## src/rtl/pc_pkg.sv

```systemverilog
// Shared types and default vectors for the program counter.
package pc_pkg;

    typedef enum logic [1:0] {
        PC_BOOT = 2'd0,
        PC_RUN  = 2'd1,
        PC_HALT = 2'd2
    } pc_state_e;

    typedef enum logic [1:0] {
        SEL_HOLD = 2'd0,
        SEL_SEQ  = 2'd1,
        SEL_BJ   = 2'd2,
        SEL_TRAP = 2'd3
    } pc_sel_e;

    localparam logic [31:0] PC_RESET_VEC_DEF = 32'h0000_0000;
    localparam logic [31:0] PC_TRAP_VEC_DEF  = 32'h0000_0080;
    localparam int          PC_INC_DEF       = 4;

endpackage

```

## src/rtl/pc_next_sel.sv

```systemverilog
// Combinational priority selector: picks the next-PC source and next state.
module pc_next_sel
    import pc_pkg::*;
(
    input  pc_state_e state_i,
    input  logic      boot_done_i,
    input  logic      trap_req_i,
    input  logic      c_if_flush_i,
    input  logic      halt_req_i,
    input  logic      c_PCWrite_i,
    input  logic      resume_i,
    output pc_sel_e   sel_o,
    output pc_state_e state_o
);

    always_comb begin
        sel_o   = SEL_HOLD;
        state_o = state_i;
        unique case (state_i)
            PC_BOOT: begin
                if (boot_done_i) state_o = PC_RUN;
            end
            PC_RUN: begin
                if (trap_req_i)        sel_o = SEL_TRAP;
                else if (c_if_flush_i) sel_o = SEL_BJ;
                else if (halt_req_i)   state_o = PC_HALT;
                else if (c_PCWrite_i)  sel_o = SEL_SEQ;
            end
            PC_HALT: begin
                // Only a trap or resume wakes the unit; flush/stall/halt are dropped.
                if (trap_req_i) begin
                    sel_o   = SEL_TRAP;
                    state_o = PC_RUN;
                end else if (resume_i) begin
                    state_o = PC_RUN;
                end
            end
            default: state_o = PC_BOOT;
        endcase
    end

endmodule

```

## src/rtl/pc_unit.sv

```systemverilog
// IF-stage program counter with boot delay, halt/resume, traps and redirect count.
// Optional macro PC_MISALIGN_TRAP_EN turns misaligned flush targets into traps.
module pc_unit
    import pc_pkg::*;
#(
    parameter int             XLEN        = 32,
    parameter logic [XLEN-1:0] RESET_VEC  = XLEN'(PC_RESET_VEC_DEF),
    parameter logic [XLEN-1:0] TRAP_VEC   = XLEN'(PC_TRAP_VEC_DEF),
    parameter int             INC         = PC_INC_DEF,
    parameter int             BOOT_CYCLES = 2,
    parameter int             CNT_W       = 16
) (
    input  logic             clk,
    input  logic             rst,
    input  logic             c_PCWrite,
    input  logic             c_if_flush,
    input  logic [XLEN-1:0]  bj_next,
    input  logic             trap_req,
    input  logic             halt_req,
    input  logic             resume,
    output logic [XLEN-1:0]  out,
    output logic [XLEN-1:0]  normal_next,
    output logic             pc_valid,
    output logic [XLEN-1:0]  epc,
    output logic [1:0]       state,
    output logic [CNT_W-1:0] redirect_cnt
`ifdef PC_MISALIGN_TRAP_EN
    ,
    output logic             misalign_pulse
`endif
);

    localparam int BW = (BOOT_CYCLES > 1) ? $clog2(BOOT_CYCLES) : 1;

    pc_state_e        state_q, state_d;
    pc_sel_e          sel;
    logic [XLEN-1:0]  out_q, out_d, epc_q, epc_d, bj_tgt;
    logic [CNT_W-1:0] cnt_q, cnt_d;
    logic [BW-1:0]    boot_q, boot_d;
    logic             valid_q, valid_d;
    logic             boot_done, mis, trap_eff, mis_q;

`ifdef PC_MISALIGN_TRAP_EN
    // A misaligned flush only acts as a trap when no real trap wins the cycle.
    assign mis    = (state_q == PC_RUN) && c_if_flush && (bj_next[1:0] != 2'b00) && !trap_req;
    assign bj_tgt = bj_next;
    assign misalign_pulse = mis_q;
`else
    assign mis    = 1'b0;
    assign bj_tgt = bj_next & ~XLEN'(3);
`endif

    assign trap_eff    = trap_req | mis;
    assign boot_done   = (boot_q == BW'(BOOT_CYCLES - 1));
    assign normal_next = out_q + XLEN'(INC);

    pc_next_sel u_sel (
        .state_i      (state_q),
        .boot_done_i  (boot_done),
        .trap_req_i   (trap_eff),
        .c_if_flush_i (c_if_flush),
        .halt_req_i   (halt_req),
        .c_PCWrite_i  (c_PCWrite),
        .resume_i     (resume),
        .sel_o        (sel),
        .state_o      (state_d)
    );

    always_comb begin
        out_d   = out_q;
        epc_d   = epc_q;
        cnt_d   = cnt_q;
        boot_d  = boot_q;
        valid_d = (state_d == PC_RUN);
        unique case (sel)
            SEL_SEQ:  out_d = normal_next;
            SEL_BJ:   out_d = bj_tgt;
            SEL_TRAP: begin
                out_d = TRAP_VEC;
                epc_d = mis ? bj_next : out_q;
            end
            default:  out_d = out_q;
        endcase
        if ((sel == SEL_BJ || sel == SEL_TRAP) && cnt_q != '1)
            cnt_d = cnt_q + CNT_W'(1);
        if (state_q == PC_BOOT)
            boot_d = boot_q + BW'(1);
    end

    always_ff @(posedge clk) begin
        if (rst) begin
            state_q <= PC_BOOT;
            out_q   <= RESET_VEC;
            epc_q   <= '0;
            cnt_q   <= '0;
            boot_q  <= '0;
            valid_q <= 1'b0;
            mis_q   <= 1'b0;
        end else begin
            state_q <= state_d;
            out_q   <= out_d;
            epc_q   <= epc_d;
            cnt_q   <= cnt_d;
            boot_q  <= boot_d;
            valid_q <= valid_d;
            mis_q   <= mis;
        end
    end

    assign out          = out_q;
    assign epc          = epc_q;
    assign pc_valid     = valid_q;
    assign state        = state_q;
    assign redirect_cnt = cnt_q;

`ifndef PC_MISALIGN_TRAP_EN
    logic unused_mis_q;
    assign unused_mis_q = mis_q;
`endif

endmodule

```

## config.mk

```make
export PLATFORM = sky130hd
export DESIGN_NAME = pc_unit
export DESIGN_NICKNAME = d
export VERILOG_FILES = /design/src/rtl/pc_pkg.sv /design/src/rtl/pc_next_sel.sv /design/src/rtl/pc_unit.sv
export SDC_FILE = /design/constraint.sdc
export NUM_CORES = 1
export LEC_CHECK = 0
export CAP_MARGIN = 20
export CORE_MARGIN = 4
export CORE_UTILIZATION = 30
export CTS_BUF_LIST = sky130_fd_sc_hd__clkbuf_8
export DETAILED_ROUTE_END_ITERATION = 7
export GPL_ROUTABILITY_DRIVEN = 0
export PLACE_DENSITY_LB_ADDON = 0.05
export SYNTH_ARGS = -nofsm -noshare
export SYNTH_HDL_FRONTEND = slang
export SYNTH_SLANG_ARGS = --single-unit
```

## constraint.sdc

```tcl
create_clock -name clk -period 2.55 [get_ports clk]
set_clock_uncertainty 0.15 [all_clocks]
set_input_delay 0.3825 -clock clk [delete_from_list [all_inputs] [get_ports clk]]
set_output_delay 0.3825 -clock clk [all_outputs]
set_load 0.005 [all_outputs]
```

# ---- Word level (Yosys, flattened, before mapping)
# Cells that the tools add are included.
dict set report totals {
  input_bits 39
  word_cells 34
  reg_bits 84
}
dict set report op_classes {
  reduce_logical 4
  n_mux 14
  n_addsub 3
  eq_ne 7
}
# operator n
set op_table {}
lappend op_table {{case mux 32 bit (3 select lines)} 1}
lappend op_table {{adder 32 x 3 -> 32 bit (second input constant)} 1}
lappend op_table {{2-to-1 mux 2 bit} 10}
lappend op_table {{adder 16 x 1 -> 16 bit (second input constant)} 1}
lappend op_table {{!= test 16 bit (second input constant)} 1}
lappend op_table {{equality test 2 x 1 -> 1 bit (second input constant)} 3}
lappend op_table {{equality test 2 bit (second input constant)} 3}
lappend op_table {{case mux 2 bit (3 select lines)} 1}
lappend op_table {{case mux 2 bit (2 select lines)} 1}
lappend op_table {{nonzero test 3 bit} 1}
lappend op_table {{zero test 2 bit} 1}
lappend op_table {{adder 1 bit (second input constant)} 1}
lappend op_table {{logical AND 1 bit} 1}
lappend op_table {{logical OR 1 bit} 1}
lappend op_table {{2-to-1 mux 1 bit} 1}

# ---- Depth between registers and ports, before layout
# Gate-level depths: netlist of run 1.
dict set report depth {
  depth_word 8
  mapped_depth 11
  ltp_nobuf 7
}

# ---- By module
# A second synthesis of run 1 with hierarchy kept.
dict set report hier_totals {
  hier_cells 535
  hier_area_um2 4436.8
}
# mod cells_per_inst instances seq_area_each_um2 area_each_um2
set by_module_without_submodules {}
lappend by_module_without_submodules {pc_unit 513 1 1601.5 4261.6}
lappend by_module_without_submodules {pc_next_sel 22 1 0.0 175.2}

# ---- Least setup slack after synthesis of run 1
# Ideal clock, no wire load.
dict set report synth_path {
  path_type {reg2reg}
  start {register state_q[0], in the netlist state[0]}
  end {register out_q[29], in the netlist out[29]}
  setup_slack_ns 0.249
  t_required_ns 2.278
  setup_ns 0.122
  synth_period_minus_slack_ns 2.301
  path_buffers 3
  t_arrival_ns 2.029
  path_stages_with_launch 10
  path_cell_list {dfxtp_1 inv_1 ha_1 and3b_1 clkbuf_1 and2_1 buf_2 nor2b_1 buf_2 a221o_1}
}
dict set report synth_between {
  elab_chain_len 4
  word_cells_on_any_way 8
  classes_between {eq/ne (5); mux (2); reduce/logical (1)}
}
# item line
set synth_lines {}
lappend synth_lines {{start, declared} pc_unit.sv:35} ;# pc_state_e state_q, state_d;
lappend synth_lines {{start signal, assigned} pc_unit.sv:100} ;# state_q <= state_d;
lappend synth_lines {{equality test 2 bit / equality test 2 x 1 -> 1 bit (equally long branches)} pc_next_sel.sv:19} ;# unique case (state_i)
lappend synth_lines {{case mux 2 bit (2 select lines) *} pc_next_sel.sv:19}
lappend synth_lines {{equality test 2 bit / equality test 2 x 1 -> 1 bit (equally long branches)} pc_unit.sv:75} ;# unique case (sel)
lappend synth_lines {{case mux 32 bit (3 select lines) / nonzero test 3 bit (equally long branches)} --}
lappend synth_lines {{end signal, assigned} pc_unit.sv:101} ;# out_q <= out_d;
lappend synth_lines {{end, declared} pc_unit.sv:37} ;# logic [XLEN-1:0] out_q, out_d, epc_q, epc_d, bj_tgt;
# Mark *: on every way between the ends. The rest lies on a longest branch, timed or not.
# A chain may end at the register's enable or synchronous reset.

# ---- Worst setup path in the final report of run 1
dict set report layout_path {
  start {register out_q[2], in the netlist out[2]}
  end {output port normal_next[26]}
}
dict set report layout_between {
  elab_chain_len 1
}
# item line
set layout_lines {}
lappend layout_lines {{adder 32 x 3 -> 32 bit} pc_unit.sv:55} ;# assign normal_next = out_q + XLEN'(INC);
lappend layout_lines {{end, declared} pc_unit.sv:22} ;# output logic [XLEN-1:0] normal_next,
# No other way between the ends.

==> out/results.ini, run 1 <==
[global_route]
grt_pass1_wl_um = 23800
antenna_found_initial = 1
track_usage_pct = 18.5
grt_pass1_vias = 4502
grt_overflow_total = 0
grt_max_degree = 34

[floorplanning]
dieArea_um2 = 15600
start_util_pct = 30.8
pin_count = 154
core_um2 = 13300
rows = 42
die_h_um = 125
die_x_um = 125

[placement]
dp_hpwl_um = 10400
portBuffers = 145

[synthesis]
syn_inst = 516
synthArstFlopShare_pct = 0
synth-compound-area-share_pct = 17.6
synth_warnings = 0
synth_top_family_by_area = simple AND/OR/NAND/NOR gates
yosys.area_share.simple_pct = 25.4
synthMuxAreaShare_pct = 0.761
synthAdderAreaFrac_pct = 1.83
synth_cell_type_count = 54
synth_edf_count = 0
synth_seq_cells = 80
avgSynthCellArea_um2 = 7.96
ys_seq_area_share_pct = 39.0
netlist_area_um2 = 4110
synth_flop_cell = dfxtp_1
synth_xor_area_share_pct = 8.74

[sta]
layout_worst_path_cycle_share_pct = 106
tightest_slew_ns = 0.508
fmax_mhz = 370
worst_slack_ns = -0.154
drv_slew = 0
hold_viol = 0
setup_viol = 6
rsz0062_at_grt = yes
relSlewSlack_pct = 65.3
whs_ns = 0.218
min_period_ns = 2.70

[critical_path]
r2r-start = out[2]$_SDFFE_PP0P_
start_kind = flip-flop
cp_max_fo = 4
rr_worst_depth = 12
worstSetupEndpointType = output port
crit_required_ns = 2.02
timing.rr.end = out[24]$_SDFFE_PP0P_
worst_ep_arrival_time_ns = 2.17
crit_type = flip-flop to output port
reg2reg_slack_ns = 0.24

[route]
drt_iter0_drc = 306
drc = 0
via_per_inst = 4.92
wl_per_cell_um = 15.9
wirelength_um = 14700
postRouteAntennaNets = 0
first_pass_iters = 5
via_count = 4554

[hold_path]
hold_path_class = input port to flip-flop
hold_start = rst
hold_depth = 2
hold_end = epc[19]$_SDFFE_PP0P_

[clock_tree]
numCtsBuffers = 9
insertion_delay_ns = 0.37
cts-root-buf = clkbuf_8
tritoncts = yes
cts-htree-levels = 3
clkSinkCount = 80
hold_buffers = 0
clk_pin_slew_ns = 0.09
ctsLongestPathBuffers = 2

[final_layout]
final_net_count = 789
final_layout_size_suffix_gt1_share_pct = 26.6
regArea_um2 = 1620
fin_util_pct = 51.2
syn_to_final_growth_pct = 66.5
fillCellCount = 1322
multi_input_area_um2 = 2510
num_antenna_cells = 0

[pwr]
leakage_nw = 2.85
ir_drop_mv = 0.285
p_per_area_nw_per_um2 = 408

[status]
violations = negative setup slack
status = finished, violations left

[run]
max_cap_viol_count = 0

-- metal layers --
layer / routed length [µm] / GRT usage [%]
met5: 12 / 0
met4: 103 / 5.48
met3: 889 / 5.20
met2: 7050 / 30.5
met1: 6630 / 23.6
-- stage by stage --
stage / power, W / cells / setup slack, ns / setup TNS [ns] / area (µm²)
after floorplan: 0.00163 / 521 / 0.249 / 0 / 4130
after global placement: 0.00191 / 868 / -0.000135 / -0.000135 / 6100
after detailed placement: 0.00191 / 868 / -0.00805 / -0.00805 / 6100
after CTS: 0.00283 / 914 / -0.210 / -1.01 / 6650
after global routing: 0.00296 / 925 / -0.251 / -1.85 / 6840
final: 0.00279 / 925 / -0.154 / -0.550 / 6840
-- cell type report --
class	count	share of cell area [%]
clock buffer	12	2.41
timing repair buffer	251	32.4
inverter	23	1.26
tap	176	3.22
multi-input combinational	379	36.7
sequential	80	23.7
clock inverter	4	0.274
-- state kept, by name (all words and copies together) (netlist names) --
name and count:
epc 30, out 30, redirect_cnt 16, state 2, boot_done 1, pc_valid 1
-- power breakdown --
part	internal, W	leakage (nW)	switching, W
Clock	0.000426	0.103	0.000466
Combinational	0.000282	2.09	0.000285
Sequential	0.00129	0.654	0.0000390
Total	0.00200	2.85	0.000789
-- cell usage in the layout (no fill, tap or decap), types with 10 or more instances in the layout --
cell / n
a22oi_1: 19
nor2_1: 42
a21oi_1: 39
buf_2: 11
inv_1: 24
nand3_1: 16
o22ai_1: 10
o21ai_0: 15
dfxtp_1: 63
xnor2_1: 19
dfxtp_2: 17
xor2_1: 10
clkdlybuf4s50_1: 119
clkbuf_8: 12
buf_4: 96
nand2_1: 78
-- critical path: stages, from the launching register on --
cell and delay (ns):
dfxtp_2 0.36, ha_4 0.13, nand4_1 0.18, nor4_4 0.35, buf_4 0.18, buf_6 0.10
and3_4 0.18, xnor2_2 0.11, inv_1 0.08, buf_2 0.13
-- timing repair --
action	in CTS	in global routing
pin swaps	16	12
buffers inserted	30	14
setup endpoints to repair	24	29
cloned	1	0
gates resized for setup	104	37
-- logic make-up (layout without fill, tap and decap cells) --
group,Yosys count,count (layout)
xor+xnor,41,41
simple gates,210,210
buf+inv,62,290
flops,80,80
mux,3,3
other cells,1,6
compound gates,113,113
fa+ha+maj,6,6
-- synthesized netlist by cell type, types with 3 or more instances --
library cell  count  area, µm²
xnor2_1          28        245
and2_1            3       18.8
inv_1            23       86.3
a211o_1           3       26.3
buf_2            12       60.1
nand2_1          82        308
nor4_1           10       62.6
o21ai_0          15       75.1
o311ai_1          5       43.8
a21oi_1          39        195
nor3_1           11       55.1
o22ai_1          10       62.6
clkbuf_1         17       63.8
a22oi_1          19        143
a31oi_1           6       37.5
and4_1            3       26.3
nor2_1           45        169
dfxtp_1          80       1600
buf_1             4       15.0
a22o_1            3       26.3
xor2_1           13        114
buf_4             6       45.0
nand3_1          21        105
nand4_1           8       50.1
and3_1            8       50.1
ha_1              6       75.1
-- worst max path at each step --
stage                            to  cells past startpoint           startpoint
4_1_cts             normal_next[28]                      9  out[3]$_SDFFE_PP0P_
5_1_grt             normal_next[26]                      9  out[2]$_SDFFE_PP0P_
3_5_place_dp   out[24]$_SDFFE_PP0P_                      6             trap_req
3_3_place_gp        normal_next[28]                      8  out[3]$_SDFFE_PP0P_
2_1_floorplan  out[29]$_SDFFE_PP0P_                      9  state[0]$_SDFF_PP0_
6_report            normal_next[26]                      9  out[2]$_SDFFE_PP0P_
Note: power is estimated with default switching activity, not from simulation.
==> run 2: changes to the inputs <==
CORE_UTILIZATION = 46   (was 30)
SETUP_SLACK_MARGIN = 0.3   (was not set)
==> run 2 against run 1 <==
Largest power group unchanged. The flow now finishes without violations. Routed wire length is 4.1% higher. Combinational power is 5.8% higher. Critical path type unchanged. Utilization is 28 points higher.
==> out/results.ini, run 2 (synthesis gave the netlist of run 1 again) <==
[sta]
min_period_ns = 2.55  ; was 2.70 ns
drv_slew = 0  ; unchanged
layout_worst_path_cycle_share_pct = 99.8  ; was 106%
setup_viol = 0  ; was 6
fmax_mhz = 393  ; was 370 MHz
tightest_slew_ns = 0.556  ; was 0.508 ns
whs_ns = 0.246  ; was 0.218 ns
hold_viol = 0  ; unchanged
relSlewSlack_pct = 61.9  ; was 65.3%
rsz0062_at_grt = yes  ; unchanged

[final_layout]
final_layout_size_suffix_gt1_share_pct = 30.0  ; was 26.6%
final_net_count = 793  ; was 789
mostFrequentLayoutCells = clkdlybuf4s50_1 (116), buf_4 (81), nand2_1 (78)  ; was clkdlybuf4s50_1 (119), buf_4 (96), nand2_1 (78)
syn_to_final_growth_pct = 69.0  ; was 66.5%
fillCellCount = 581  ; was 1322
final_common_cell = clkdlybuf4s50_1  ; unchanged
fin_util_pct = 79.6  ; was 51.2%
multi_input_area_um2 = 2620  ; was 2510 µm²
regArea_um2 = 1630  ; was 1620 µm²
num_antenna_cells = 0  ; unchanged

[clock_tree]
clk_pin_slew_ns = 0.08  ; was 0.09 ns
tritoncts = yes  ; unchanged
hold_buffers = 0  ; unchanged
insertion_delay_ns = 0.35  ; was 0.37 ns
cts-htree-levels = 3  ; unchanged
ctsLongestPathBuffers = 2  ; unchanged
cts-root-buf = clkbuf_8  ; unchanged
clkSinkCount = 80  ; unchanged
numCtsBuffers = 9  ; unchanged

[route]
via_per_inst = 5.56  ; was 4.92
drc = 0  ; unchanged
wirelength_um = 15300  ; was 14700 µm
postRouteAntennaNets = 0  ; unchanged
drt_iter0_drc = 257  ; was 306
wl_per_cell_um = 17.8  ; was 15.9 µm
via_count = 4769  ; was 4554
first_pass_iters = 5  ; unchanged

[critical_path]
worstSetupEndpointType = output port  ; unchanged
cp_max_fo = 5  ; was 4
crit_required_ns = 2.02  ; about the same
worstSetupStartpoint = out[2]$_SDFFE_PP0P_  ; unchanged
crit_type = flip-flop to output port  ; unchanged
start_kind = flip-flop  ; unchanged
timing.rr.end = out[25]$_SDFFE_PP0P_  ; was out[24]$_SDFFE_PP0P_
worst_ep_arrival_time_ns = 2.01  ; was 2.17 ns
reg2reg_slack_ns = 0.31  ; was 0.24 ns
rr_worst_depth = 9  ; was 12
r2r-start = state[0]$_SDFF_PP0_  ; was out[2]$_SDFFE_PP0P_
worstSetupEndpoint = normal_next[26]  ; unchanged

[floorplanning]
start_util_pct = 47.1  ; was 30.8%
die_x_um = 103  ; was 125 µm
pin_count = 154  ; unchanged
core_um2 = 8720  ; was 13300 µm²
dieArea_um2 = 10500  ; was 15600 µm²
die_h_um = 103  ; was 125 µm
rows = 34  ; was 42

[status]
status = finished, final reports clean  ; was finished, violations left

[pwr]
leakage_nw = 2.90  ; was 2.85 nW
p_per_area_nw_per_um2 = 423  ; was 408 nW/µm²
ir_drop_mv = 0.400  ; was 0.285 mV
p_total_w = 0.00294  ; was 0.00279 W

[hold_path]
hold_path_class = input port to flip-flop  ; unchanged

[global_route]
grt_overflow_total = 0  ; unchanged
grt_max_degree = 37  ; was 34
grt_pass1_wl_um = 22800  ; was 23800 µm
grt_pass1_vias = 4552  ; was 4502
antenna_found_initial = 0  ; was 1
track_usage_pct = 27.2  ; was 18.5%

[placement]
dp_hpwl_um = 9550  ; was 10400 µm
portBuffers = 145  ; unchanged

[run]
max_cap_viol_count = 0  ; unchanged

[run 2: cell count changes in the layout (fill, tap and decap cells not counted), moves of 3 or more]
cell,before,now
buf_2,11,22
buf_4,96,81
buf_6,9,27
clkbuf_8,12,9
clkdlybuf4s50_1,119,116
dfxtp_1,63,60
dlygate4sd2_1,8,4
[run 2: final cells by class]
type,instances,share of cell area (%)
inverters,23,1.30
multi-input cells,379,37.7
well taps,108,1.95
flip-flops and latches,80,23.5
clock inverters,4,1.05
clock buffers,9,1.78
repair buffers,255,32.7
[run 2: worst min-delay path by stage]
stage | from | endpoint | depth (start not counted)
3_3_place_gp | epc[14]$_SDFFE_PP0P_ | epc[14]$_SDFFE_PP0P_ | 2
6_report | rst | boot_done$_SDFFE_PP0P_ | 2
5_1_grt | rst | boot_done$_SDFFE_PP0P_ | 2
2_1_floorplan | epc[10]$_SDFFE_PP0P_ | epc[10]$_SDFFE_PP0P_ | 2
3_5_place_dp | epc[10]$_SDFFE_PP0P_ | epc[10]$_SDFFE_PP0P_ | 2
4_1_cts | rst | boot_done$_SDFFE_PP0P_ | 2
[run 2: critical path, cell delays in order, from the launching register on]
cell and delay [ns]:
dfxtp_4 0.37, ha_4 0.14, nand4_1 0.17, nor4_2 0.18
buf_4 0.18, buf_6 0.10, and3_4 0.19, xnor2_2 0.11
inv_1 0.08, buf_2 0.13
[run 2: timing repair]
action	CTS	global route
buffers inserted	34	20
endpoints found under the hold margin	0	0
pin swaps	29	22
cloned	1	0
resized for setup	159	53
endpoints found under the setup margin	33	41
[run 2: routing by layer]
metal	GRT usage (%)	vias up	part of all wire, %
li1	-	2251	-
met1	35.8	2279	41
met2	45.1	209	49
met3	4.13	30	6.9
met4	9.99	0	2.4
met5	0	-	0
[run 2: through the flow]
stage | cells | setup TNS, ns | worst slack, ns | area, µm²
6_report | 858 | 0 | 0.00455 | 6940
5_1_grt | 858 | -0.159 | -0.0466 | 6940
4_1_cts | 838 | -0.00661 | -0.00661 | 6640
3_5_place_dp | 790 | -0.138 | -0.0651 | 5950
3_3_place_gp | 790 | 0 | 0.0233 | 5950
2_1_floorplan | 521 | 0 | 0.303 | 4130
[run 2: where the power goes]
part / internal (W) / switching [W]
clock: 0.000534 / 0.000470
sequential: 0.00129 / 0.0000399
combinational: 0.000296 / 0.000304
total: 0.00212 / 0.000814
==> run 3: changes to the inputs <==
--- a/constraint.sdc
+++ b/constraint.sdc
@@ -3,3 +3,3 @@
 set_input_delay 0.3825 -clock clk [delete_from_list [all_inputs] [get_ports clk]]
 set_output_delay 0.3825 -clock clk [all_outputs]
-set_load 0.005 [all_outputs]
+set_load 0.1 [all_outputs]
==> run 3 against run 2 <==
The run now ends with negative setup slack left. Sequential share of layout area down 0.88 points. Critical path depth is 1 lower. Global-route usage up 0.77 points. Non-clock buffer count shrank 6. Clock power up 11%. Sequential power hardly changed. Combinational power up 77%. Die area unchanged. Critical path type unchanged. Highest routed layer unchanged.
==> out/results.ini, run 3 (synthesis gave the netlist of run 1 again) <==
[critical_path]
crit_required_ns = 2.02  ; about the same
rr_worst_depth = 11  ; was 9
worstSetupEndpointType = output port  ; unchanged
crit_type = flip-flop to output port  ; unchanged
r2r-start = out[16]$_SDFFE_PP0P_  ; was state[0]$_SDFF_PP0_
timing.rr.end = out[24]$_SDFFE_PP0P_  ; was out[25]$_SDFFE_PP0P_
worst_ep_arrival_time_ns = 2.22  ; was 2.01 ns
cp_max_fo = 8  ; was 5
reg2reg_slack_ns = 0.30  ; was 0.31 ns
start_kind = flip-flop  ; unchanged

[final_layout]
num_antenna_cells = 0  ; unchanged
finalInstanceArea_um2 = 7660  ; was 6940 µm²
syn_to_final_growth_pct = 86.4  ; was 69.0%
final_common_cell = buf_4  ; was clkdlybuf4s50_1
mostFrequentLayoutCells = buf_4 (166), nand2_1 (78), nor2_1 (39), a21oi_1 (39), clkdlybuf4s50_1 (35)  ; was clkdlybuf4s50_1 (116), buf_4 (81), nand2_1 (78)
final_layout_size_suffix_gt1_share_pct = 48.5  ; was 30.0%
final_net_count = 787  ; was 793

[pwr]
ir_drop_mv = 0.819  ; was 0.400 mV
swShare_pct = 37.1  ; was 27.7%
power.switching_w = 0.00130  ; was 0.000814 W
clkPwrFrac_pct = 31.6  ; was 34.2%
p_per_area_nw_per_um2 = 457  ; was 423 nW/µm²
pwr-share-seq_pct = 38.2  ; was 45.4%
leakage_nw = 3.13  ; was 2.90 nW
p_int_w = 0.00220  ; was 0.00212 W
p_total_w = 0.00350  ; was 0.00294 W
power_frac_comb_pct = 30.2  ; was 20.4%

[hold_path]
hold_start = epc[5]$_SDFFE_PP0P_  ; was rst
hold_depth = 2  ; unchanged
hold_path_class = flip-flop to flip-flop  ; was input port to flip-flop
hold_end = epc[5]$_SDFFE_PP0P_  ; was boot_done$_SDFFE_PP0P_

[floorplanning]
start_util_pct = 47.1  ; unchanged
dieArea_um2 = 10500  ; unchanged
rows = 34  ; unchanged
die_h_um = 103  ; unchanged
die_x_um = 103  ; unchanged
core_um2 = 8720  ; unchanged
pin_count = 154  ; unchanged

[global_route]
grt_overflow_total = 0  ; unchanged
grt_max_degree = 40  ; was 37
antenna_found_initial = 0  ; unchanged
track_usage_pct = 27.9  ; was 27.2%
grt_pass1_vias = 4700  ; was 4552
grt_pass1_wl_um = 23200  ; was 22800 µm

[clock_tree]
cts-htree-levels = 3  ; unchanged
cts-root-buf = clkbuf_8  ; unchanged
hold_buffers = 0  ; unchanged
numCtsBuffers = 9  ; unchanged
ctsLongestPathBuffers = 2  ; unchanged
tritoncts = yes  ; unchanged
clk_pin_slew_ns = 0.09  ; was 0.08 ns
insertion_delay_ns = 0.37  ; was 0.35 ns
clkSinkCount = 80  ; unchanged

[sta]
layout_worst_path_cycle_share_pct = 108  ; was 99.8%
tightest_slew_ns = 0.586  ; was 0.556 ns
setup_viol = 14  ; was 0
drv_slew = 0  ; unchanged
worst_slack_ns = -0.199  ; was 0.00455 ns
min_period_ns = 2.75  ; was 2.55 ns
hold_viol = 0  ; unchanged
rsz0062_at_grt = yes  ; unchanged
relSlewSlack_pct = 60.8  ; was 61.9%
fmax_mhz = 364  ; was 393 MHz

[status]
violations = negative setup slack
status = finished, violations left  ; was finished, final reports clean

[placement]
place_ws_ns = -0.131  ; was -0.0651 ns
postPlaceCellArea_um2 = 6420  ; was 5950 µm²
dp_hpwl_um = 9590  ; was 9550 µm
portBuffers = 145  ; unchanged

[route]
postRouteAntennaNets = 0  ; unchanged
wl_per_cell_um = 21.1  ; was 17.8 µm
via_count = 5072  ; was 4769
drt_iter0_drc = 357  ; was 257
first_pass_iters = 6  ; was 5
drc = 0  ; unchanged
via_per_inst = 5.93  ; was 5.56
wirelength_um = 18000  ; was 15300 µm

[run]
max_cap_viol_count = 0  ; unchanged

[run 3: repair_timing]
item,4_1_cts,5_1_grt
endpoints found under the hold margin,0,0
resized for setup,50,36
pin swaps,12,23
setup buffers,38,37
setup endpoints to repair,34,34
[run 3: layer usage]
| layer | up-vias | GRT usage [%] | routed length (µm) |
|---|---|---|---|
| met2 | 323 | 48.9 | 9390 |
| li1 | 2256 | - | - |
| met5 | - | 0 | 0 |
| met3 | 61 | 4.74 | 1500 |
| met1 | 2432 | 34.1 | 6580 |
| met4 | 0 | 11.2 | 552 |
[run 3: how the worst max path moves through the flow]
stage               slack [ns]                  from              endpoint  cells after the start
floorplan                -0.17   out[2]$_SDFFE_PP0P_       normal_next[20]                      7
global placement         -0.03              trap_req  out[16]$_SDFFE_PP0P_                      6
detailed placement       -0.13            c_if_flush  out[24]$_SDFFE_PP0P_                      6
CTS                      -0.13  out[20]$_SDFFE_PP0P_       normal_next[31]                      6
global route             -0.24  out[16]$_SDFFE_PP0P_       normal_next[30]                      8
finish                   -0.20  out[16]$_SDFFE_PP0P_       normal_next[30]                      8
[run 3: cell type report]
class / count / area (µm²)
sequential: 80 / 1730
tap: 108 / 135
multi-input combinational: 379 / 3070
timing repair buffer: 249 / 2360
clock inverter: 6 / 91.3
inverter: 23 / 133
fill: 411 / 1060
clock buffer: 10 / 138
[run 3: through the flow]
stage                     TNS [ns]  cells  util, %  hold slack, ns
after floorplan              -1.08    521        -           0.341
after global routing         -2.26    855     87.8           0.343
after detailed placement    -0.834    764     73.7           0.300
after global placement     -0.0880    764     73.7           0.292
final                        -1.33    855     87.8           0.314
after CTS                   -0.477    818     82.6           0.313
[run 3: power by group through the flow]
stage / registers (W) / clock network [W] / logic [W]
floorplan: 0.00162 / 0 / 0.000477
global placement: 0.00138 / 0 / 0.000956
detailed placement: 0.00138 / 0 / 0.000967
CTS: 0.00134 / 0.00110 / 0.00102
global route: 0.00134 / 0.00116 / 0.00111
finish: 0.00134 / 0.00111 / 0.00106
[run 3: worst max-delay path, stage by stage, from the launching register on]
cell and delay, ns:
dfxtp_4 0.43, nand3_1 0.19, nor4_2 0.29, buf_4 0.22
buf_6 0.12, nand2_4 0.06, xor2_4 0.20, clkinvlp_4 0.16
buf_12 0.19
